### config.mk
export PLATFORM = sky130hd
export DESIGN_NAME = pc_unit
export DESIGN_NICKNAME = d
export VERILOG_FILES = /design/src/rtl/pc_unit.sv
export SDC_FILE = /design/constraint.sdc
export NUM_CORES = 1
export LEC_CHECK = 0
export ABC_AREA = 0
export CAP_MARGIN = 20
export CORE_MARGIN = 5
export CORE_UTILIZATION = 48
export DETAILED_ROUTE_END_ITERATION = 8
export PLACE_DENSITY = 0.84
export REMOVE_ABC_BUFFERS = 1
export SLEW_MARGIN = 0
export SYNTH_ARGS = -nofsm -noshare
export SYNTH_HDL_FRONTEND = slang
export SYNTH_SLANG_ARGS = --single-unit
### constraint.sdc
create_clock -name clk -period 4.15 [get_ports clk]
set_input_delay 0.83 -clock clk [delete_from_list [all_inputs] [get_ports clk]]
set_output_delay 0.83 -clock clk [all_outputs]
set_load 0.02 [all_outputs]
### src/rtl/pc_unit.sv
// Program-counter unit: holds the architectural PC and selects the next PC from
// sequential, branch, JAL, JALR and trap-redirect sources, with a RUN/HALT FSM.
module pc_unit #(
    parameter int unsigned            PC_WIDTH     = 32,
    parameter int unsigned            IMM_WIDTH    = 64,
    parameter logic [PC_WIDTH-1:0]    RESET_VECTOR = '0,
    parameter int unsigned            INST_BYTES   = 4
) (
    input  logic                  clk,
    input  logic                  reset,
    input  logic                  stall,
    input  logic                  branch,
    input  logic                  ALU_zero,
    input  logic                  jump,
    input  logic                  jalr,
    input  logic [IMM_WIDTH-1:0]  imm_gen_out,
    input  logic [PC_WIDTH-1:0]   rs1_val,
    input  logic                  redirect_valid,
    input  logic [PC_WIDTH-1:0]   redirect_pc,
    output logic [PC_WIDTH-1:0]   pc_out,
    output logic [PC_WIDTH-1:0]   pc_plus_inst,
    output logic                  taken,
    output logic                  misaligned_fault,
    output logic                  halted
);

    localparam logic [PC_WIDTH-1:0] ALIGN_MASK = PC_WIDTH'(INST_BYTES - 1);
    localparam logic [PC_WIDTH-1:0] INST_INC   = PC_WIDTH'(INST_BYTES);

    typedef enum logic {RUN = 1'b0, HALT = 1'b1} state_e;

    state_e              state_q, state_d;
    logic [PC_WIDTH-1:0] pc_q, pc_d;
    logic                taken_q, taken_d;
    logic                fault_q, fault_d;

    logic [PC_WIDTH-1:0] imm_w;
    logic [PC_WIDTH-1:0] rel_tgt;
    logic [PC_WIDTH-1:0] jalr_tgt;
    logic [PC_WIDTH-1:0] redir_tgt;
    logic [PC_WIDTH-1:0] ctl_tgt;
    logic                ctl_sel;

    assign imm_w     = imm_gen_out[PC_WIDTH-1:0];
    assign rel_tgt   = pc_q + imm_w;
    assign jalr_tgt  = (rs1_val + imm_w) & ~PC_WIDTH'(1);
    assign redir_tgt = redirect_pc & ~ALIGN_MASK;

    // Upper immediate bits are architecturally irrelevant to the PC datapath.
    generate
        if (IMM_WIDTH > PC_WIDTH) begin : g_imm_hi
            logic unused_imm_hi;
            assign unused_imm_hi = ^imm_gen_out[IMM_WIDTH-1:PC_WIDTH];
        end
    endgenerate

    always_comb begin
        ctl_sel = 1'b1;
        ctl_tgt = rel_tgt;
        if (jalr)                      ctl_tgt = jalr_tgt;
        else if (jump)                 ctl_tgt = rel_tgt;
        else if (branch && ALU_zero)   ctl_tgt = rel_tgt;
        else                           ctl_sel = 1'b0;
    end

    always_comb begin
        state_d = state_q;
        pc_d    = pc_q;
        taken_d = taken_q;
        fault_d = fault_q;
        unique case (state_q)
            RUN: begin
                if (redirect_valid) begin
                    pc_d    = redir_tgt;
                    taken_d = 1'b1;
                end else if (!stall) begin
                    if (!ctl_sel) begin
                        pc_d    = pc_q + INST_INC;
                        taken_d = 1'b0;
                    end else if ((ctl_tgt & ALIGN_MASK) != '0) begin
                        // Bad target is dropped; PC stays on the faulting instruction.
                        fault_d = 1'b1;
                        taken_d = 1'b0;
                        state_d = HALT;
                    end else begin
                        pc_d    = ctl_tgt;
                        taken_d = 1'b1;
                    end
                end
            end
            HALT: begin
                if (redirect_valid) begin
                    pc_d    = redir_tgt;
                    taken_d = 1'b1;
                    fault_d = 1'b0;
                    state_d = RUN;
                end
            end
            default: state_d = RUN;
        endcase
    end

    always_ff @(posedge clk) begin
        if (reset) begin
            state_q <= RUN;
            pc_q    <= RESET_VECTOR;
            taken_q <= 1'b0;
            fault_q <= 1'b0;
        end else begin
            state_q <= state_d;
            pc_q    <= pc_d;
            taken_q <= taken_d;
            fault_q <= fault_d;
        end
    end

    assign pc_out           = pc_q;
    assign pc_plus_inst     = pc_q + INST_INC;
    assign taken            = taken_q;
    assign misaligned_fault = fault_q;
    assign halted           = (state_q == HALT);

endmodule

==> impl_summary.txt <==
----------------------------------------------------
[Cells and area]
  Highest-count cells in the layout ignoring fill and taps ... sky130_fd_sc_hd__clkdlybuf4s50_1, sky130_fd_sc_hd__a21oi_1, sky130_fd_sc_hd__nor2_1
  Filler Cells Inserted ... ~1,100
  Final cell count without fillers ... roughly 1,200
  Antenna Cells ... 0
  Growth of design area from synthesis to finish ... 35.0%
  Net count, final ... 1,193
  Most common cell after layout, fill and taps aside ... sky130_fd_sc_hd__clkdlybuf4s50_1
  Final core utilization ... 0.665
  Fraction of layout cells with a size suffix above 1 ... 0.0654
  Area of the multi-input gates ... a little under 5000 µm²
  Sequential Area ... roughly 700 µm²

[Status]
  Result of the run ... completed

[Setup path]
  Critical path startpoint category ... register
  Maximum net fanout on the critical path ... 6
  Chain of cells forming the critical path ... ha_1 > and3_1 > and4_1 > and2_1 > and3_1 > nand4_1 > xnor2_1 > clkdlybuf4s50_1
  Worst path arrival time ... between 3000 and 4000 ps
  Nature of the critical path endpoint ... primary output
  Critical path's largest stage delay ... 670 ps
  Critical Path Most Common Cell ... sky130_fd_sc_hd__and3_1
  Critical Path RT ... roughly 3300 ps
  Kind of critical path ... register to primary output
  Critical path's slowest cell ... sky130_fd_sc_hd__clkdlybuf4s50_1

[Clock tree]
  TritonCTS clock tree ... yes
  Hold-fix buffer count after cts ... 0
  Clock-pin slew on the worst setup and hold paths ... roughly 60 ps
  CTS root buffer ... sky130_fd_sc_hd__clkbuf_16
  Post-cts repair resize count ... 0
  Total CTS buffers ... 5
  Maximum clock path buffer count ... 2
  Insertion delay to the later sink of the worst-skew pair ... around 280 ps
  Post-CTS repair timing setup buffer count ... 0
  TritonCTS Sinks ... 35
  # H-tree levels ... 2

[Place]
  Placed Cells ... approximately 1,200
  Pre-CTS worst setup slack ... 163 ps
  Weighted congestion reported at the end of routability-driven placement ... slightly below 1
  Buffers on Ports ... 168
  Hpwl dp ... between 15 and 20 mm

[Timing]
  Number of setup violations in the final report ... 0
  Post-layout minimum cycle time ... roughly 4000 ps
  Tightest Pin Transition ... about 890 ps
  Total count of hold-check failures in the final report ... 0
  Count of pins over their slew limit ... 0
  Max transition margin ... 0.401
  Setup WS post-layout ... 158 ps
  RSZ-0062 raised after global routing ... false
  FMAX ... between 0.2 and 0.3 GHz
  Ratio of final minimum period to clock period ... 0.962
  Post-route clock skew ... between 8 and 9 ps
  TNS Setup ... 0 ps

[Route]
  Total vias in the final route ... roughly 7,300
  Number of design-rule violations left by the first detailed-router iteration ... between 800 and 900
  Final ANT Viol Nets ... 0
  Drt pass-1 iters ... 7
  Drc violations ... 0
  Via count normalized by instance count ... 6.27
  Per-cell routed wire length ... 19.3 µm
  Total length of routed wires ... roughly 22 mm

[Synth]
  Number of warnings printed during yosys synthesis ... 0
  Main combinational cell family by area after synthesis ... compound AO/OA/AOI/OAI gates
  Prevailing post-synth register cell ... sky130_fd_sc_hd__dfxtp_1
  Cell area after synthesis ... a little under 6000 µm²
  Number of synthesized flops with an enable pin ... 0
  XOR/XNOR share of the synthesized area ... 0.108
  Average instance area after synthesis ... 7.20 µm²
  Synth Area in Adders ... 0.137
  Post-synthesis instance total ... ~830
  Sequential-to-total area share from yosys stat ... 0.118
  Proportion of register bits with asynchronous set or reset after synthesis ... 0
  Flip-flop and latch count after synthesis ... 35
  Simple-gate share of the synthesized area ... 0.220
  Share of synthesized area spent on multiplexers ... 0.0120
  Compound-cell area share of the yosys netlist ... 0.354
  Number of distinct library cells after synthesis ... between 70 and 80

[Floorplanning]
  Row cnt ... 40
  Die Outline Area ... ~15,000 µm²
  Core footprint ... 12,100 µm²
  Horizontal die dimension ... 121 µm
  I/O pin cnt ... 203
  Die extent in y ... approximately 120 µm
  Starting Density ... 0.493

[Power]
  Net switching power ... 0.924 mW
  Internal ... between 1 and 1.5 mW
  Power density normalized to cell area ... approximately 260 nW/µm²
  Static Leak ... around 3.4 nW
  Part of the power in the clock network ... 0.182
  Maximum vdd drop ... about 0.16 mV
  Power share of the sequential group ... 0.207
  Share of total power in combinational logic ... 0.611
  Sw Share ... 0.441

[Hold path]
  Worst Hold Class ... register to register

[GRT]
  Pin count of the biggest net entering global routing ... 38
  Aggregate global routing overflow ... 0
  Wire length of the first global-routing pass ... ~35 mm
  Antenna violations before repair ... 0
  Global routing usage summed across all routing layers ... 0.292
  Via count of the first global-routing pass ... just under 7,000

[Job]
  # Max-Cap Violations ... 0

----------------------------------------------------
[per-layer routing]
| layer | up-vias | GRT usage | wire length (µm) |
|---|---|---|---|
| met5 | - | 0 | 0 |
| met4 | 0 | 0.0770 | 576 |
| li1 | 3460 | - | - |
| met1 | 3335 | 0.405 | 9460 |
| met3 | 56 | 0.0476 | 2350 |
| met2 | 440 | 0.469 | 10100 |
[synth_stat cells (3+ instances only)]
cell / count / share of area
sky130_fd_sc_hd__nand4_1: 9 / 0.0095
sky130_fd_sc_hd__a211oi_1: 25 / 0.032
sky130_fd_sc_hd__o31ai_1: 5 / 0.0063
sky130_fd_sc_hd__a21oi_1: 86 / 0.072
sky130_fd_sc_hd__buf_4: 3 / 0.0038
sky130_fd_sc_hd__nor2b_1: 4 / 0.0042
sky130_fd_sc_hd__xnor2_1: 40 / 0.059
sky130_fd_sc_hd__nor4_1: 8 / 0.0084
sky130_fd_sc_hd__a221o_1: 4 / 0.0067
sky130_fd_sc_hd__ha_1: 62 / 0.13
sky130_fd_sc_hd__o21bai_1: 8 / 0.010
sky130_fd_sc_hd__clkbuf_1: 29 / 0.018
sky130_fd_sc_hd__o21ai_0: 45 / 0.038
sky130_fd_sc_hd__o21ai_1: 8 / 0.0067
sky130_fd_sc_hd__a21o_1: 35 / 0.044
sky130_fd_sc_hd__o22ai_1: 6 / 0.0063
sky130_fd_sc_hd__nor2_1: 70 / 0.044
sky130_fd_sc_hd__nand4_2: 3 / 0.0063
sky130_fd_sc_hd__nor2_2: 3 / 0.0032
sky130_fd_sc_hd__and4_1: 4 / 0.0059
sky130_fd_sc_hd__clkbuf_8: 3 / 0.0070
sky130_fd_sc_hd__o211ai_1: 10 / 0.013
sky130_fd_sc_hd__mux2i_1: 6 / 0.010
sky130_fd_sc_hd__a31oi_1: 18 / 0.019
sky130_fd_sc_hd__inv_1: 27 / 0.017
sky130_fd_sc_hd__o221ai_1: 3 / 0.0044
sky130_fd_sc_hd__a221oi_1: 3 / 0.0044
sky130_fd_sc_hd__xor2_1: 33 / 0.049
sky130_fd_sc_hd__nand2_1: 62 / 0.039
sky130_fd_sc_hd__nor3_1: 16 / 0.013
sky130_fd_sc_hd__or3_1: 8 / 0.0084
sky130_fd_sc_hd__a311oi_1: 5 / 0.0074
sky130_fd_sc_hd__nand2b_1: 11 / 0.012
sky130_fd_sc_hd__nand3_1: 38 / 0.032
sky130_fd_sc_hd__o21a_1: 7 / 0.0088
sky130_fd_sc_hd__a211o_1: 3 / 0.0044
sky130_fd_sc_hd__a22oi_1: 14 / 0.018
sky130_fd_sc_hd__dfxtp_1: 35 / 0.12
sky130_fd_sc_hd__and3_1: 15 / 0.016
[stage by stage]
| step | area (µm²) | total power, mW | hold WS (ps) |
|---|---|---|---|
| after floorplan | 5740 | 1.20 | 567 |
| after global placement | 7890 | 1.68 | 485 |
| after detailed placement | 7890 | 1.69 | 493 |
| after CTS | 8020 | 2.07 | 509 |
| after global routing | 8020 | 2.21 | 550 |
| final | 8020 | 2.10 | 514 |
[power by group through the flow]
stage	Sequential (mW)	Clock, mW	Combinational (mW)
2_1_floorplan	0.469	0	0.729
3_3_place_gp	0.437	0	1.24
3_5_place_dp	0.437	0	1.25
4_1_cts	0.430	0.380	1.26
5_1_grt	0.437	0.394	1.38
6_report	0.433	0.383	1.28
[path summary, 6_finish.rpt]
path	startpoint	endpoint	slack [ps]	depth (start not counted)
worst max-delay path	pc_out[3]	pc_plus_inst[24]	160	8
worst min-delay path	misaligned_fault	misaligned_fault	510	2
worst max register to register	pc_out[0]	pc_out[22]	1090	12
worst min register to register	misaligned_fault	misaligned_fault	510	2
[worst max-delay path, delay by kind of cell (launching register included)]
family                   cells  cell delay (ps)
flip-flops                   1              440
adder cells (fa/ha/maj)      1              240
buffers and inverters        1              670
XOR/XNOR                     1              300
AND/OR/NAND/NOR              5             1240
[cell type report]
cell class	instances	share of cell area
Clock buffer	7	0.0165
Clock inverter	1	0.000624
Inverter	27	0.0126
Multi-Input combinational cell	723	0.616
Sequential cell	35	0.0873
Tap cell	168	0.0262
Timing Repair Buffer	201	0.240
[cells by family (layout without fill, tap and decap cells)]
| family | after synthesis | after routing |
|---|---|---|
| compound gates | 315 | 315 |
| simple gates | 264 | 264 |
| xor+xnor | 73 | 73 |
| buf+inv | 67 | 236 |
| fa+ha+maj | 64 | 64 |
| flops | 35 | 35 |
| mux | 7 | 7 |
[sequential cells by signal, indices dropped and copies added (netlist names)]
signal	cells
pc_out	32
halted	1
misaligned_fault	1
taken	1
(Power assumes the default switching activity.)
